`config.mk`:
```
export PLATFORM = sky130hd
export DESIGN_NAME = regfile_scb_flat
export DESIGN_NICKNAME = d
export VERILOG_FILES = /design/src/rtl/regfile_scb_pkg.sv /design/src/rtl/regfile_scb_if.sv /design/src/rtl/regfile_scb_scoreboard.sv /design/src/rtl/regfile_scb.sv /design/src/flat_wrapper.sv
export SDC_FILE = /design/constraint.sdc
export NUM_CORES = 2
export LEC_CHECK = 0
export BUFFER_PORTS_ARGS = -buffer_cell sky130_fd_sc_hd__buf_4
export CAP_MARGIN = 20
export CELL_PAD_IN_SITES_DETAIL_PLACEMENT = 0
export CELL_PAD_IN_SITES_GLOBAL_PLACEMENT = 1
export CORE_MARGIN = 1.5
export CORE_UTILIZATION = 54
export CTS_CLUSTER_SIZE = 28
export DETAILED_ROUTE_END_ITERATION = 8
export PLACE_DENSITY_LB_ADDON = 0.12
export SLEW_MARGIN = 20
export SYNTH_ARGS = -nofsm -noshare
export SYNTH_HDL_FRONTEND = slang
export SYNTH_SLANG_ARGS = --single-unit
```
`constraint.sdc`:
```
create_clock -name clk -period 3.2 [get_ports clk]
set_input_delay 0.64 -clock clk [delete_from_list [all_inputs] [get_ports clk]]
set_output_delay 0.64 -clock clk [all_outputs]
set_load 0.01 [all_outputs]
```
`src/rtl/regfile_scb_pkg.sv`:
```
// ---------------------------------------------------------------------------
// regfile_scb_pkg
// Shared definitions for the decode-stage register file and its pending
// scoreboard: default geometry, the hard-wired zero register index, and
// default-width address/data types.
// Ports: none (package).
// ---------------------------------------------------------------------------
package regfile_scb_pkg;

    localparam int DEF_N     = 64;
    localparam int DEF_REGS  = 32;
    localparam int DEF_NREAD = 2;
    localparam int XZR_IDX   = 31;

    typedef logic [$clog2(DEF_REGS)-1:0] reg_addr_t;
    typedef logic [DEF_N-1:0]            reg_data_t;

    // A register can hold state (be written or marked pending) only if it
    // exists and is not the hard-wired zero register.
    function automatic logic addr_writable(input int addr, input int regs, input int zero_reg);
        return (addr < regs) && (addr != zero_reg);
    endfunction

endpackage

```
`src/rtl/regfile_scb_if.sv`:
```
// ---------------------------------------------------------------------------
// regfile_scb_if
// Bundles the writeback, read and issue/flush signals of regfile_scb.
//   master : decode/writeback side (drives we3/wa3/wd3, ra, issue_en/issue_rd,
//            flush; receives rd, pend)
//   slave  : the register file itself
// ---------------------------------------------------------------------------
interface regfile_scb_if
    import regfile_scb_pkg::*;
#(
    parameter int N     = DEF_N,
    parameter int AW    = $clog2(DEF_REGS),
    parameter int NREAD = DEF_NREAD
) ();

    logic                  we3;
    logic [AW-1:0]         wa3;
    logic [N-1:0]          wd3;
    logic [NREAD*AW-1:0]   ra;
    logic [NREAD*N-1:0]    rd;
    logic [NREAD-1:0]      pend;
    logic                  issue_en;
    logic [AW-1:0]         issue_rd;
    logic                  flush;

    modport master (
        output we3, wa3, wd3, ra, issue_en, issue_rd, flush,
        input  rd, pend
    );

    modport slave (
        input  we3, wa3, wd3, ra, issue_en, issue_rd, flush,
        output rd, pend
    );

endinterface

```
`src/rtl/regfile_scb_scoreboard.sv`:
```
// ---------------------------------------------------------------------------
// regfile_scoreboard
// One pending bit per architectural register. Decode sets a bit when it
// issues an instruction targeting that register; writeback clears it; flush
// clears everything. NREAD combinational lookups report the raw bits.
// Ports:
//   clk, reset   clock / asynchronous active-low reset
//   clr_en/addr  writeback clear (caller guarantees addr is writable)
//   issue_en/rd  decode issue of a destination tag
//   flush        clear all bits, wins over a same-cycle issue
//   look_addr    NREAD packed lookup addresses
//   look_pend    NREAD raw pending bits
// ---------------------------------------------------------------------------
module regfile_scoreboard
    import regfile_scb_pkg::*;
#(
    parameter int REGS     = DEF_REGS,
    parameter int NREAD    = DEF_NREAD,
    parameter int ZERO_REG = XZR_IDX,
    parameter int AW       = $clog2(REGS)
) (
    input  logic                clk,
    input  logic                reset,
    input  logic                clr_en,
    input  logic [AW-1:0]       clr_addr,
    input  logic                issue_en,
    input  logic [AW-1:0]       issue_rd,
    input  logic                flush,
    input  logic [NREAD*AW-1:0] look_addr,
    output logic [NREAD-1:0]    look_pend
);

    logic [REGS-1:0] pending_q;
    logic            set_ok;

    // The zero register and out-of-range tags are never marked pending,
    // which keeps their bits permanently 0.
    assign set_ok = issue_en && addr_writable(int'(issue_rd), REGS, ZERO_REG);

    // The set is ordered after the clear so that an issue and a writeback to
    // the same register in one cycle leaves the bit set for the new producer.
    always_ff @(posedge clk or negedge reset) begin
        if (!reset) begin
            pending_q <= '0;
        end else if (flush) begin
            pending_q <= '0;
        end else begin
            if (clr_en) begin
                pending_q[clr_addr] <= 1'b0;
            end
            if (set_ok) begin
                pending_q[issue_rd] <= 1'b1;
            end
        end
    end

    for (genvar k = 0; k < NREAD; k++) begin : g_look
        logic [AW-1:0] addr;
        assign addr = look_addr[k*AW +: AW];
        assign look_pend[k] = (int'(addr) < REGS) ? pending_q[addr] : 1'b0;
    end

endmodule

```
`src/rtl/regfile_scb.sv`:
```
// ---------------------------------------------------------------------------
// regfile_scb
// Parametrised decode-stage register file with optional writeback->read
// bypass and a per-register pending scoreboard for hazard detection.
// Ports:
//   clk    clock, all state updates on posedge
//   reset  asynchronous active-low reset (reg[i] = i, zero reg = 0, no pending)
//   bus    regfile_scb_if.slave: writeback (we3/wa3/wd3), NREAD read ports
//          (ra -> rd, pend), issue (issue_en/issue_rd), flush
// ---------------------------------------------------------------------------
module regfile_scb
    import regfile_scb_pkg::*;
#(
    parameter int N        = DEF_N,
    parameter int REGS     = DEF_REGS,
    parameter int NREAD    = DEF_NREAD,
    parameter int BYPASS   = 1,
    parameter int ZERO_REG = XZR_IDX
) (
    input  logic           clk,
    input  logic           reset,
    regfile_scb_if.slave   bus
);

    localparam int AW = $clog2(REGS);

    logic [N-1:0]     regs_q [REGS];
    logic             write_ok;
    logic [NREAD-1:0] sb_pend;

    // Writes to the zero register or to a non-existent register are dropped.
    assign write_ok = bus.we3 && addr_writable(int'(bus.wa3), REGS, ZERO_REG);

    // Reset seeds each register with its own index so a freshly reset core
    // has recognisable contents; the zero register holds 0.
    always_ff @(posedge clk or negedge reset) begin
        if (!reset) begin
            for (int i = 0; i < REGS; i++) begin
                regs_q[i] <= (i == ZERO_REG) ? '0 : N'(i);
            end
        end else if (write_ok) begin
            regs_q[bus.wa3] <= bus.wd3;
        end
    end

    regfile_scoreboard #(
        .REGS     (REGS),
        .NREAD    (NREAD),
        .ZERO_REG (ZERO_REG),
        .AW       (AW)
    ) u_scoreboard (
        .clk       (clk),
        .reset     (reset),
        .clr_en    (write_ok),
        .clr_addr  (bus.wa3),
        .issue_en  (bus.issue_en),
        .issue_rd  (bus.issue_rd),
        .flush     (bus.flush),
        .look_addr (bus.ra),
        .look_pend (sb_pend)
    );

    for (genvar k = 0; k < NREAD; k++) begin : g_read
        logic [AW-1:0] addr;
        logic          valid;
        logic          hit;
        logic [N-1:0]  rd_k;

        assign addr  = bus.ra[k*AW +: AW];
        assign valid = addr_writable(int'(addr), REGS, ZERO_REG);
        // A writeback landing this cycle is already the architectural value
        // from the reader's point of view, so it also retires the hazard.
        assign hit   = (BYPASS != 0) && write_ok && (bus.wa3 == addr);

        always_comb begin
            rd_k = '0;
            if (valid) begin
                rd_k = hit ? bus.wd3 : regs_q[addr];
            end
        end

        assign bus.rd[k*N +: N] = rd_k;
        assign bus.pend[k]      = valid && !hit && sb_pend[k];
    end

endmodule

```
`src/flat_wrapper.sv`:
```
// flat-port wrapper written by rule: the top's interface ports become plain ports
module regfile_scb_flat import regfile_scb_pkg::*;
#(
    parameter int N        = DEF_N,
    parameter int REGS     = DEF_REGS,
    parameter int NREAD    = DEF_NREAD,
    parameter int BYPASS   = 1,
    parameter int ZERO_REG = XZR_IDX
)
  (clk, reset, bus_we3, bus_wa3, bus_wd3, bus_ra, bus_issue_en, bus_issue_rd, bus_flush, bus_rd, bus_pend);
  regfile_scb_if #(.N(N), .AW(5), .NREAD(NREAD)) bus_i ();
  input  logic clk;
  input  logic reset;
  input wire logic [$bits(bus_i.we3)-1:0] bus_we3;
  input wire logic [$bits(bus_i.wa3)-1:0] bus_wa3;
  input wire logic [$bits(bus_i.wd3)-1:0] bus_wd3;
  input wire logic [$bits(bus_i.ra)-1:0] bus_ra;
  input wire logic [$bits(bus_i.issue_en)-1:0] bus_issue_en;
  input wire logic [$bits(bus_i.issue_rd)-1:0] bus_issue_rd;
  input wire logic [$bits(bus_i.flush)-1:0] bus_flush;
  output wire logic [$bits(bus_i.rd)-1:0] bus_rd;
  output wire logic [$bits(bus_i.pend)-1:0] bus_pend;
  assign bus_i.we3 = bus_we3;
  assign bus_i.wa3 = bus_wa3;
  assign bus_i.wd3 = bus_wd3;
  assign bus_i.ra = bus_ra;
  assign bus_i.issue_en = bus_issue_en;
  assign bus_i.issue_rd = bus_issue_rd;
  assign bus_i.flush = bus_flush;
  assign bus_rd = bus_i.rd;
  assign bus_pend = bus_i.pend;
  regfile_scb #(.N(N), .REGS(REGS), .NREAD(NREAD), .BYPASS(BYPASS), .ZERO_REG(ZERO_REG)) u_core (.clk(clk), .reset(reset), .bus(bus_i));
endmodule
```
==> flow_summary.json <==
{
  "p_per_area_nw_per_um2": 583.8,
  "hold_violations": 0,
  "vdd_ir_drop_max_v": 0.0006718,
  "placementRows": 166,
  "fill_cells": 14450,
  "core_um2": 204800,
  "area_growth_syn_to_layout_pct": 23.40,
  "drc": 0,
  "rsz0062_at_grt": "yes",
  "finalNetCount": 8678,
  "pwr-share-clk_pct": 34.0,
  "slew_violations": 0,
  "grt_overflow_total": 0,
  "synth.net_count": 8070,
  "cp.arrival_ns": 2.71,
  "start_util_pct": 54.34,
  "async_flop_share_pct": 100.0,
  "die_area_um2": 208800,
  "grt_pass1_wl_um": 590800,
  "fin_ws_ns": -0.1484,
  "violations": "setup timing",
  "seq_area_frac_synth_pct": 46.86,
  "pwr-share-seq_pct": 43.9,
  "syn_inst": 7981,
  "cp_data_required_time_ns": 2.56,
  "io_pins": 219,
  "skew_ns": 0,
  "clockRootBuffer": "clkbuf_16",
  "hold_path.class": "input port to flop",
  "synth_warnings": 0,
  "p_int_uw": 57710,
  "ff2ff_setup_slack_ns": 2.18,
  "yosys-top-cells-area": "dfrtp_1 45%, mux2_2 20%, mux4_2 13%, mux2i_1 7.9%, clkbuf_1 1.8%",
  "comb_power_share_pct": 22.2,
  "antenna_found_initial": 23,
  "yosysTopAreaCellShare_pct": 45.09,
  "synth.largest_area_cell": "dfrtp_1",
  "antenna_left": 0,
  "worst_pin_slew_ns": 1.002,
  "power_uw": 80170,
  "drt_pass1_iterations": 6,
  "relSlewSlack_pct": 33.19,
  "status": "complete, but fails checks",
  "avgSynthCellArea_um2": 13.94,
  "cts.sinks": 2080,
  "path_max_fanout": 3,
  "dp_slack_ns": -0.5264,
  "clkSlewWorstSetupHoldPaths_ns": 0.06,
  "grt_max_degree": 115,
  "die_h_um": 457.0,
  "max_freq_mhz": 298.6,
  "cts.path.max_buffers": 3,
  "first_iter_violations": 8279,
  "period_minus_slack_ns": 3.348,
  "cap_violations": 0,
  "cts_tree": "built",
  "synthFlopType": "dfrtp_1",
  "h-tree-depth": 4,
  "yosys_register_bits": 2080,
  "power.switching_uw": 22450,
  "finalWirelength_um": 410400,
  "wire_per_inst_um": 35.74,
  "crit_path_end_kind": "output pin",
  "start_kind": "flop",
  "finalSetupViolCount": 101,
  "grt_pass1_vias": 82290,
  "io_buffers": 218,
  "gp_congestion": 0.8750,
  "vias": 80370,
  "drive_gt1_share_pct": 54.82,
  "crit_type": "flop to output pin",
  "fin_tns_setup_ns": -5.502,
  "p_sw_share_pct": 28.01,
  "synth.distinct_cells": 43,
  "leakage_uw": 0.06133,
  "place_hpwl_um": 247800,
  "synth_area_um2": 111300,
  "synth_edf_count": 0,
  "vias_per_cell": 6.998,
  "cts_buffers": 224,
  "clk_latency_ns": 0.88,
  "hold_ws_ns": 0.09704,
  "dieWidth_um": 457.0,
  "fin_crit_sh_pct": 104.6,
  "grt.total_usage_pct": 38.75
}
path summary, 6_finish.rpt:
path | from | endpoint | cells after the start
hold reg to reg | u_core.regs_q[55] | u_core.regs_q[55] | 0
hold / removal | bus_issue_rd[0] | u_core.u_scoreboard.pending_q[11] | 3
min in group asynchronous | reset | u_core.regs_q[369] | 2
max in group asynchronous | reset | u_core.regs_q[1410] | 4
setup reg to reg | u_core.regs_q[1572] | u_core.regs_q[1572] | 3
setup / recovery | u_core.regs_q[1544] | bus_rd[8] | 5
critical path, stage by stage (launching register included):
cell	delay [ns]
dfrtp_1	0.39
mux4_2	0.52
a2111oi_4	0.35
nand2_1	0.11
a32o_2	0.33
buf_6	0.14
metrics by stage:
| stage | util (%) | std cells | instance area [um2] |
|---|---|---|---|
| global route | 67.05 | 11480 | 137300 |
| floorplan | - | 7981 | 111300 |
| detailed placement | 59.98 | 10800 | 122800 |
| finish | 67.05 | 11480 | 137300 |
| global placement | 59.98 | 10800 | 122800 |
| CTS | 66.31 | 11390 | 135800 |
power groups by stage:
stage | logic (uW) | registers, uW | clock network, uW
2_1_floorplan | 11200 | 34100 | 0
3_3_place_gp | 15500 | 35000 | 0
3_5_place_dp | 15800 | 35400 | 0
4_1_cts | 17300 | 34900 | 27400
5_1_grt | 18800 | 35700 | 28500
6_report | 17800 | 35200 | 27200
state kept, by name (all words and copies together), names as in the netlist:
name / cells
u_core.regs_q: 2048
u_core.u_scoreboard.pending_q: 32
cell families (layout without fill, tap and decap cells):
group,count (synthesis),in the layout,synth area share [%]
buf+inv,935,1733,3.613
compound gates,1007,1007,6.456
mux,3538,3538,41.45
xor+xnor,10,10,0.07870
simple gates,411,412,1.545
other cells,0,16,0
flops,2080,2080,46.86
area by class of cell:
cell class	instances	area [um2]	share of cell area, %
well taps	2688	3363	2.449
diodes	16	40.04	0.02916
repair buffers	1316	16130	11.75
clock buffers	340	6858	4.994
multi-input cells	4967	57950	42.20
flip-flops and latches	2080	52140	37.97
clock inverters	77	834.6	0.6078
cell usage in the layout (no fill, tap or decap), drive strengths merged, types with 166 or more instances in the layout:
master | synthesis | layout
dfrtp | 2005 | 2005
o21ai | 272 | 272
mux2i | 874 | 874
a21oi | 166 | 166
buf | 391 | 1291
clkbuf | 544 | 353
mux2 | 2009 | 2009
nor2 | 190 | 190
mux4 | 655 | 655
nand2 | 166 | 166
routing by layer:
| layer | global-route usage [%] | wire length, um |
|---|---|---|
| met3 | 8.235 | 34890 |
| met1 | 52.05 | 163100 |
| met5 | 0 | 134 |
| met4 | 19.19 | 22900 |
| met2 | 59.96 | 189300 |
Yosys cell counts, types with 7 or more instances:
master	number
a22oi_1	18
nand3b_1	7
o221ai_1	129
nor2b_1	11
nand3_1	9
dfstp_2	75
buf_4	18
nor2_1	182
mux4_2	655
mux2_1	23
a32o_1	128
dfrtp_1	2005
o22ai_1	31
buf_1	44
a2111oi_0	76
nand2_1	166
clkbuf_1	544
mux2i_1	874
a211oi_1	32
nor2_2	8
o21ai_0	272
a21oi_1	166
mux2_2	1986
a221oi_1	127
buf_2	324
xnor2_1	10
o2111ai_1	21
repair_timing:
action | 4_1_cts | 5_1_grt
gates cloned | 34 | 12
hold endpoints to repair | 29 | 0
setup buffers | 160 | 72
hold buffers | 1 | 0
pin swaps | 310 | 107
resized for setup | 772 | 183
setup endpoints to repair | 130 | 130
Power figures use the tool's default switching activity.
